### src/rtl/ama_riscv_wb_arbiter.sv
// ama_riscv_wb_arbiter: merges pipeline and long-latency writebacks onto one RF port with a pending-write scoreboard
module ama_riscv_wb_arbiter #(
   parameter int XLEN          = 32,
   parameter int LL_FIFO_DEPTH = 2
) (
   input  logic            clk,
   input  logic            rst,
   input  logic            p_we_rd,
   input  logic            p_we_rdp,
   input  logic [4:0]      p_addr,
   input  logic [XLEN-1:0] p_data,
   input  logic [XLEN-1:0] p_data_p,
   input  logic            ll_valid,
   output logic            ll_ready,
   input  logic            ll_rdp,
   input  logic [4:0]      ll_addr,
   input  logic [XLEN-1:0] ll_data,
   input  logic [XLEN-1:0] ll_data_p,
   input  logic            iss_valid,
   input  logic            iss_rdp,
   input  logic [4:0]      iss_addr,
   output logic            iss_ready,
   input  logic [4:0]      chk_addr_a,
   input  logic [4:0]      chk_addr_b,
   input  logic [4:0]      chk_addr_c,
   output logic            chk_busy_a,
   output logic            chk_busy_b,
   output logic            chk_busy_c,
   output logic            stall_req,
   output logic            rf_we_rd,
   output logic            rf_we_rdp,
   output logic [4:0]      rf_addr_d,
   output logic [XLEN-1:0] rf_data_d,
   output logic [XLEN-1:0] rf_data_dp
);
   localparam int AW = $clog2(LL_FIFO_DEPTH);
   localparam int CW = $clog2(LL_FIFO_DEPTH + 1);

   logic [CW-1:0]   cnt;
   logic [AW-1:0]   wr_ptr, rd_ptr;
   logic            f_rdp  [LL_FIFO_DEPTH];
   logic [4:0]      f_addr [LL_FIFO_DEPTH];
   logic [XLEN-1:0] f_data [LL_FIFO_DEPTH];
   logic [XLEN-1:0] f_data_p [LL_FIFO_DEPTH];
   logic [31:0]     pend, pend_n;
   logic            ll_src_q;
   logic            full, empty, ll_fire, sel_p, sel_f, sel_b, push, pop, src_v;
   logic            src_rdp;
   logic [4:0]      src_addr, iss_addr_p, rf_addr_p;
   logic [XLEN-1:0] src_data, src_data_p;

   assign full       = cnt == CW'(LL_FIFO_DEPTH);
   assign empty      = cnt == '0;
   assign ll_ready   = !rst && !full;
   assign ll_fire    = ll_valid && ll_ready;
   assign sel_p      = p_we_rd;
   assign sel_f      = !p_we_rd && !empty;
   assign sel_b      = !p_we_rd && empty && ll_fire;
   assign push       = ll_fire && !sel_b;
   assign pop        = sel_f;
   assign src_v      = sel_p || sel_f || sel_b;
   assign src_rdp    = sel_p ? p_we_rdp : sel_f ? f_rdp[rd_ptr] : ll_rdp;
   assign src_addr   = sel_p ? p_addr : sel_f ? f_addr[rd_ptr] : ll_addr;
   assign src_data   = sel_p ? p_data : sel_f ? f_data[rd_ptr] : ll_data;
   assign src_data_p = sel_p ? p_data_p : sel_f ? f_data_p[rd_ptr] : ll_data_p;
   assign stall_req  = full || (cnt == CW'(LL_FIFO_DEPTH - 1) && ll_valid && p_we_rd);
   assign iss_addr_p = iss_addr + 5'd1;
   assign rf_addr_p  = rf_addr_d + 5'd1;
   assign iss_ready  = !(pend[iss_addr] || (iss_rdp && pend[iss_addr_p]));
   assign chk_busy_a = pend[chk_addr_a];
   assign chk_busy_b = pend[chk_addr_b];
   assign chk_busy_c = pend[chk_addr_c];

   // Next scoreboard: clear the LL destination now visible in the RF, then apply new issue (set wins); x0 never pending
   always_comb begin
      pend_n = pend;
      if (rf_we_rd && ll_src_q) pend_n = pend_n & ~((32'd1 << rf_addr_d) | (rf_we_rdp ? 32'd1 << rf_addr_p : 32'd0));
      if (iss_valid && iss_ready && iss_addr != 5'd0) pend_n = pend_n | (32'd1 << iss_addr) | (iss_rdp ? 32'd1 << iss_addr_p : 32'd0);
      pend_n = pend_n & ~32'd1;
   end

   // Control state: FIFO occupancy, pointers, scoreboard and registered RF write port
   always_ff @(posedge clk or posedge rst) begin
      if (rst) begin
         cnt        <= '0;
         wr_ptr     <= '0;
         rd_ptr     <= '0;
         pend       <= '0;
         ll_src_q   <= 1'b0;
         rf_we_rd   <= 1'b0;
         rf_we_rdp  <= 1'b0;
         rf_addr_d  <= '0;
         rf_data_d  <= '0;
         rf_data_dp <= '0;
      end else begin
         cnt       <= cnt + CW'(push) - CW'(pop);
         wr_ptr    <= push ? wr_ptr + AW'(1) : wr_ptr;
         rd_ptr    <= pop ? rd_ptr + AW'(1) : rd_ptr;
         pend      <= pend_n;
         ll_src_q  <= src_v && !sel_p;
         rf_we_rd  <= src_v;
         rf_we_rdp <= src_v && src_rdp && src_addr != 5'd0 && src_addr != 5'd31;
         if (src_v) begin
            rf_addr_d  <= src_addr;
            rf_data_d  <= src_data;
            rf_data_dp <= src_data_p;
         end
      end
   end

   // Buffered long-latency results; contents need no reset since occupancy gates their use
   always_ff @(posedge clk) begin
      if (push) begin
         f_rdp[wr_ptr]    <= ll_rdp;
         f_addr[wr_ptr]   <= ll_addr;
         f_data[wr_ptr]   <= ll_data;
         f_data_p[wr_ptr] <= ll_data_p;
      end
   end

`ifndef SYNTHESIS
   // Illegal traffic: pair on x31, or the pipeline overwriting a register still owed by the long-latency unit
   always_ff @(posedge clk) begin
      if (!rst) begin
         assert (!(src_v && src_rdp && src_addr == 5'd31)) else $fatal(1, "paired write with rd=x31");
         assert (!(p_we_rd && pend[p_addr])) else $fatal(1, "pipeline write to pending register");
      end
   end
`endif
endmodule

### config.mk
export PLATFORM = sky130hd
export DESIGN_NAME = ama_riscv_wb_arbiter
export DESIGN_NICKNAME = d
export VERILOG_FILES = /design/src/rtl/ama_riscv_wb_arbiter.sv
export SDC_FILE = /design/constraint.sdc
export NUM_CORES = 1
export LEC_CHECK = 0
export CORE_ASPECT_RATIO = 1.75
export CORE_MARGIN = 2
export CORE_UTILIZATION = 60
export DETAILED_ROUTE_END_ITERATION = 8
export DONT_BUFFER_PORTS = 1
export GPL_TIMING_DRIVEN = 0
export PLACE_DENSITY = 0.78
export SETUP_SLACK_MARGIN = 0.5
export SLEW_MARGIN = 40
export SYNTH_ARGS = -nofsm -noshare
export SYNTH_HDL_FRONTEND = slang
export SYNTH_SLANG_ARGS = --single-unit
### constraint.sdc
create_clock -name clk -period 12.17 [get_ports clk]
set_input_delay 1.8255 -clock clk [delete_from_list [all_inputs] [get_ports clk]]
set_output_delay 1.8255 -clock clk [all_outputs]
set_load 0.02 [all_outputs]
==> metrics, run 1 <==
Worst VDD drop 161.4 uV; setup TNS 0 ns; DR WL/cell 29.58 microns; min Tclk post-route 6.393 ns; Post-Synth XOR/XNOR Area 0.8282%; Final ANT Viol Nets 0; Post-CTS Setup Inserts 0; overall die height 195.2 microns; Nets 1,290; Final Hold Vio Count 0; antenna fix cells 0; most common cell after layout, fill and taps aside edfxtp_1; die area 22,120 sq um; Synth warnings 0; drt drc 0; post-place setup slack 5.836 ns; Area growth, synth to finish 10.82%; routability cong. 1.038; Post-CTS Hold Fix Bufs 0; Worst path top cell family by delay buffers and inverters; mux cell area share after synthesis 14.34%; via count 9,555; Clock Latency Late Sink 0.51 ns; final setup margin 5.777 ns; first-pass GRT wire length 61,210 microns; CTS tree yes; gr usage total 37.36%; die width 113.3 microns; CTS buffer count 23; initial drt markers 695; Yosys top cell by area edfxtp_1; drt first pass iters 5; row count 70; # IOs 243; WP data required 10.34 ns; WP buf/inv 5; Synth Register Bits 247; largest net degree at the start of global routing 69; Setup crit end kind output port; final period utilization 52.53%; post-synthesis simple-gate area fraction 8.811%; Seq/Total Area, Yosys 54.88%; Power Dens Cells 241.6 nW/um^2; adder-cell area share of the yosys netlist 1.197%; Fmax achieved 156.4 MHz; Final HPWL DP 30,640 microns; Slew @ Worst Pin 0.9056 ns; Max H-tree Level 1; Worst Setup Path Type in2out; post_cts resized 0; mean post-synth cell area 11.63 sq um; Final Slew Violations 0; arrival time at the worst endpoint 4.57 ns; synth unique cells 55; Initial Util 60.67%; clk root buf clkbuf_16; clock buffer depth 3; Worst Setup Start Kind input port; largest family of logic cells by synthesized area compound AO/OA/AOI/OAI gates; IO buf count 0; RSZ-0062 raised after global routing no; Yosys top cell area share 33.53%; area of the core 20,670 sq um; layout cell share with drive strength beyond 1 10.55%; top cells by area, synth edfxtp_1 (34%), dfrtp_1 (21%), mux4_2 (7.0%); MaxCap Viol Count 0; Post-synth EDFFs 140; Worst slew margin 39.63%; vias in the first global route 10.10k; Final Skew 0.02263 ns; Clock transition at path regs 0.07 ns; Hold Slack 0.5364 ns; Final setup viols 0; Post-Syn Instances 1,078; crit-path cells buf_2 > inv_1 > ha_1 > clkbuf_1 > buf_2 > mux4_2 > mux2i_1 > o22ai_1 > clkbuf_1 > nor2_1; CP max stage cell nor2_1; Slowest Stage Delay on Critical Path 0.43 ns; Most used DFF post-synth edfxtp_1; Post-Syn Area 12,540 sq um; most frequent cells in the layout edfxtp_1 (140), dfrtp_1 (107), nand2_1 (105), nor2_1 (88), mux2i_1 (84); crit path max fanout 10; Post-synth ARST share 43.32%; syn nets 1,256; Leak 4.977 nW; initial antenna violation count 0; CTS sink cnt 247; Hold Crit Class reg2reg; Synth Area in Compound Gates 16.59%; Avg Vias per Cell 6.924; routed wire length 40,820 microns; outcome finished, final reports clean; total congestion overflow 0
## state kept, by name, indices dropped and copies added, names as in the netlist
register / flops
f_rdp: 2
pend: 31
wr_ptr: 1
rf_data_d: 32
rf_data_dp: 32
rf_addr_d: 5
f_data: 64
cnt: 2
ll_src_q: 1
f_addr: 10
rf_we_rd: 1
rd_ptr: 1
rf_we_rdp: 1
f_data_p: 64
## per-layer routing
metal  GRT usage (%)  part of all wire, %  wire length (microns)
met5               0                    0                      0
met4           28.14                  9.4                   3846
met2           65.56                   52                  21370
met3           10.61                  8.3                   3396
met1           36.42                   30                  12210
## final timing paths
kind | start | to | slack (ns) | cells past startpoint
worst max register to register | cnt[0] | f_data_p[0][22] | 8.64 | 8
min in group asynchronous | rst | rf_data_d[21] | 1.13 | 1
worst min register to register | cnt[0] | cnt[0] | 0.54 | 1
max in group asynchronous | rst | rf_data_dp[23] | 10.35 | 2
worst min-delay path | cnt[0] | cnt[0] | 0.54 | 1
worst max-delay path | iss_addr[2] | iss_ready | 5.78 | 10
## cell type report
class                           instances  area [sq um]
Tap cell                              252         315.3
Multi-Input combinational cell        731          5263
Sequential cell                       247          6882
Clock buffer                           28         614.3
Buffer                                 88         375.4
Inverter                               12         52.55
Fill cell                            1585          6774
Clock inverter                         13         158.9
Timing Repair Buffer                    9         235.2
## through the flow
stage	utilization, %	cells	total power [mW]	cell area, sq um
final	67.23	1380	3.357	13900
after global routing	67.23	1380	3.494	13900
after CTS	67.20	1380	3.333	13890
after detailed placement	63.46	1339	2.600	13120
after global placement	62.19	1330	2.551	12850
after floorplan	-	1078	2.188	12540
## synth_stat cells, types with 6 or more instances
| master | count |
|---|---|
| edfxtp_1 | 140 |
| dfrtp_1 | 107 |
| nand2_1 | 105 |
| nor2_1 | 90 |
| mux2i_1 | 84 |
| o21ai_0 | 81 |
| a21oi_1 | 79 |
| a211oi_1 | 70 |
| clkbuf_1 | 67 |
| mux4_2 | 39 |
| nand3_1 | 15 |
| o221ai_1 | 14 |
| ha_1 | 12 |
| inv_1 | 12 |
| o22ai_1 | 11 |
| buf_2 | 9 |
| nor3_1 | 9 |
| o31ai_1 | 9 |
| nand2b_1 | 8 |
| nor2b_1 | 8 |
| o41ai_1 | 8 |
| buf_1 | 7 |
| mux2_2 | 7 |
| a32o_1 | 6 |
| nand4_1 | 6 |
| xnor2_1 | 6 |
## report_power, final
| part | internal, mW | leakage (nW) | switching [mW] |
|---|---|---|---|
| clock | 0.426 | 0.375 | 0.317 |
| sequential | 1.11 | 2.55 | 0.380 |
| combinational | 0.455 | 2.05 | 0.666 |
| total | 1.99 | 4.98 | 1.36 |
## cells by family after synthesis
family	after synthesis
buffers and inverters	100
flip-flops	247
AO/OA/AOI/OAI	320
adder cells (fa/ha/maj)	12
multiplexers	130
XOR/XNOR	11
AND/OR/NAND/NOR	258
Power figures use the tool's default switching activity.
==> run 2: changes to the inputs <==
clock period = 6.45 ns   (was 12.17 ns; I/O delays follow)
==> results of run 2 <==
Same layout as run 1 (identical final DEF). Status: finished, final reports clean.
Among the figures that moved: setup slack after placement 5.836 ns -> 1.832 ns; setup slack after layout 5.777 ns -> 1.773 ns; hold slack 0.5364 ns -> 0.2751 ns; register-to-register setup slack 8.64 ns -> 2.92 ns; total power 3.357 mW -> 6.334 mW; worst IR drop on VDD 161.4 uV -> 304.6 uV
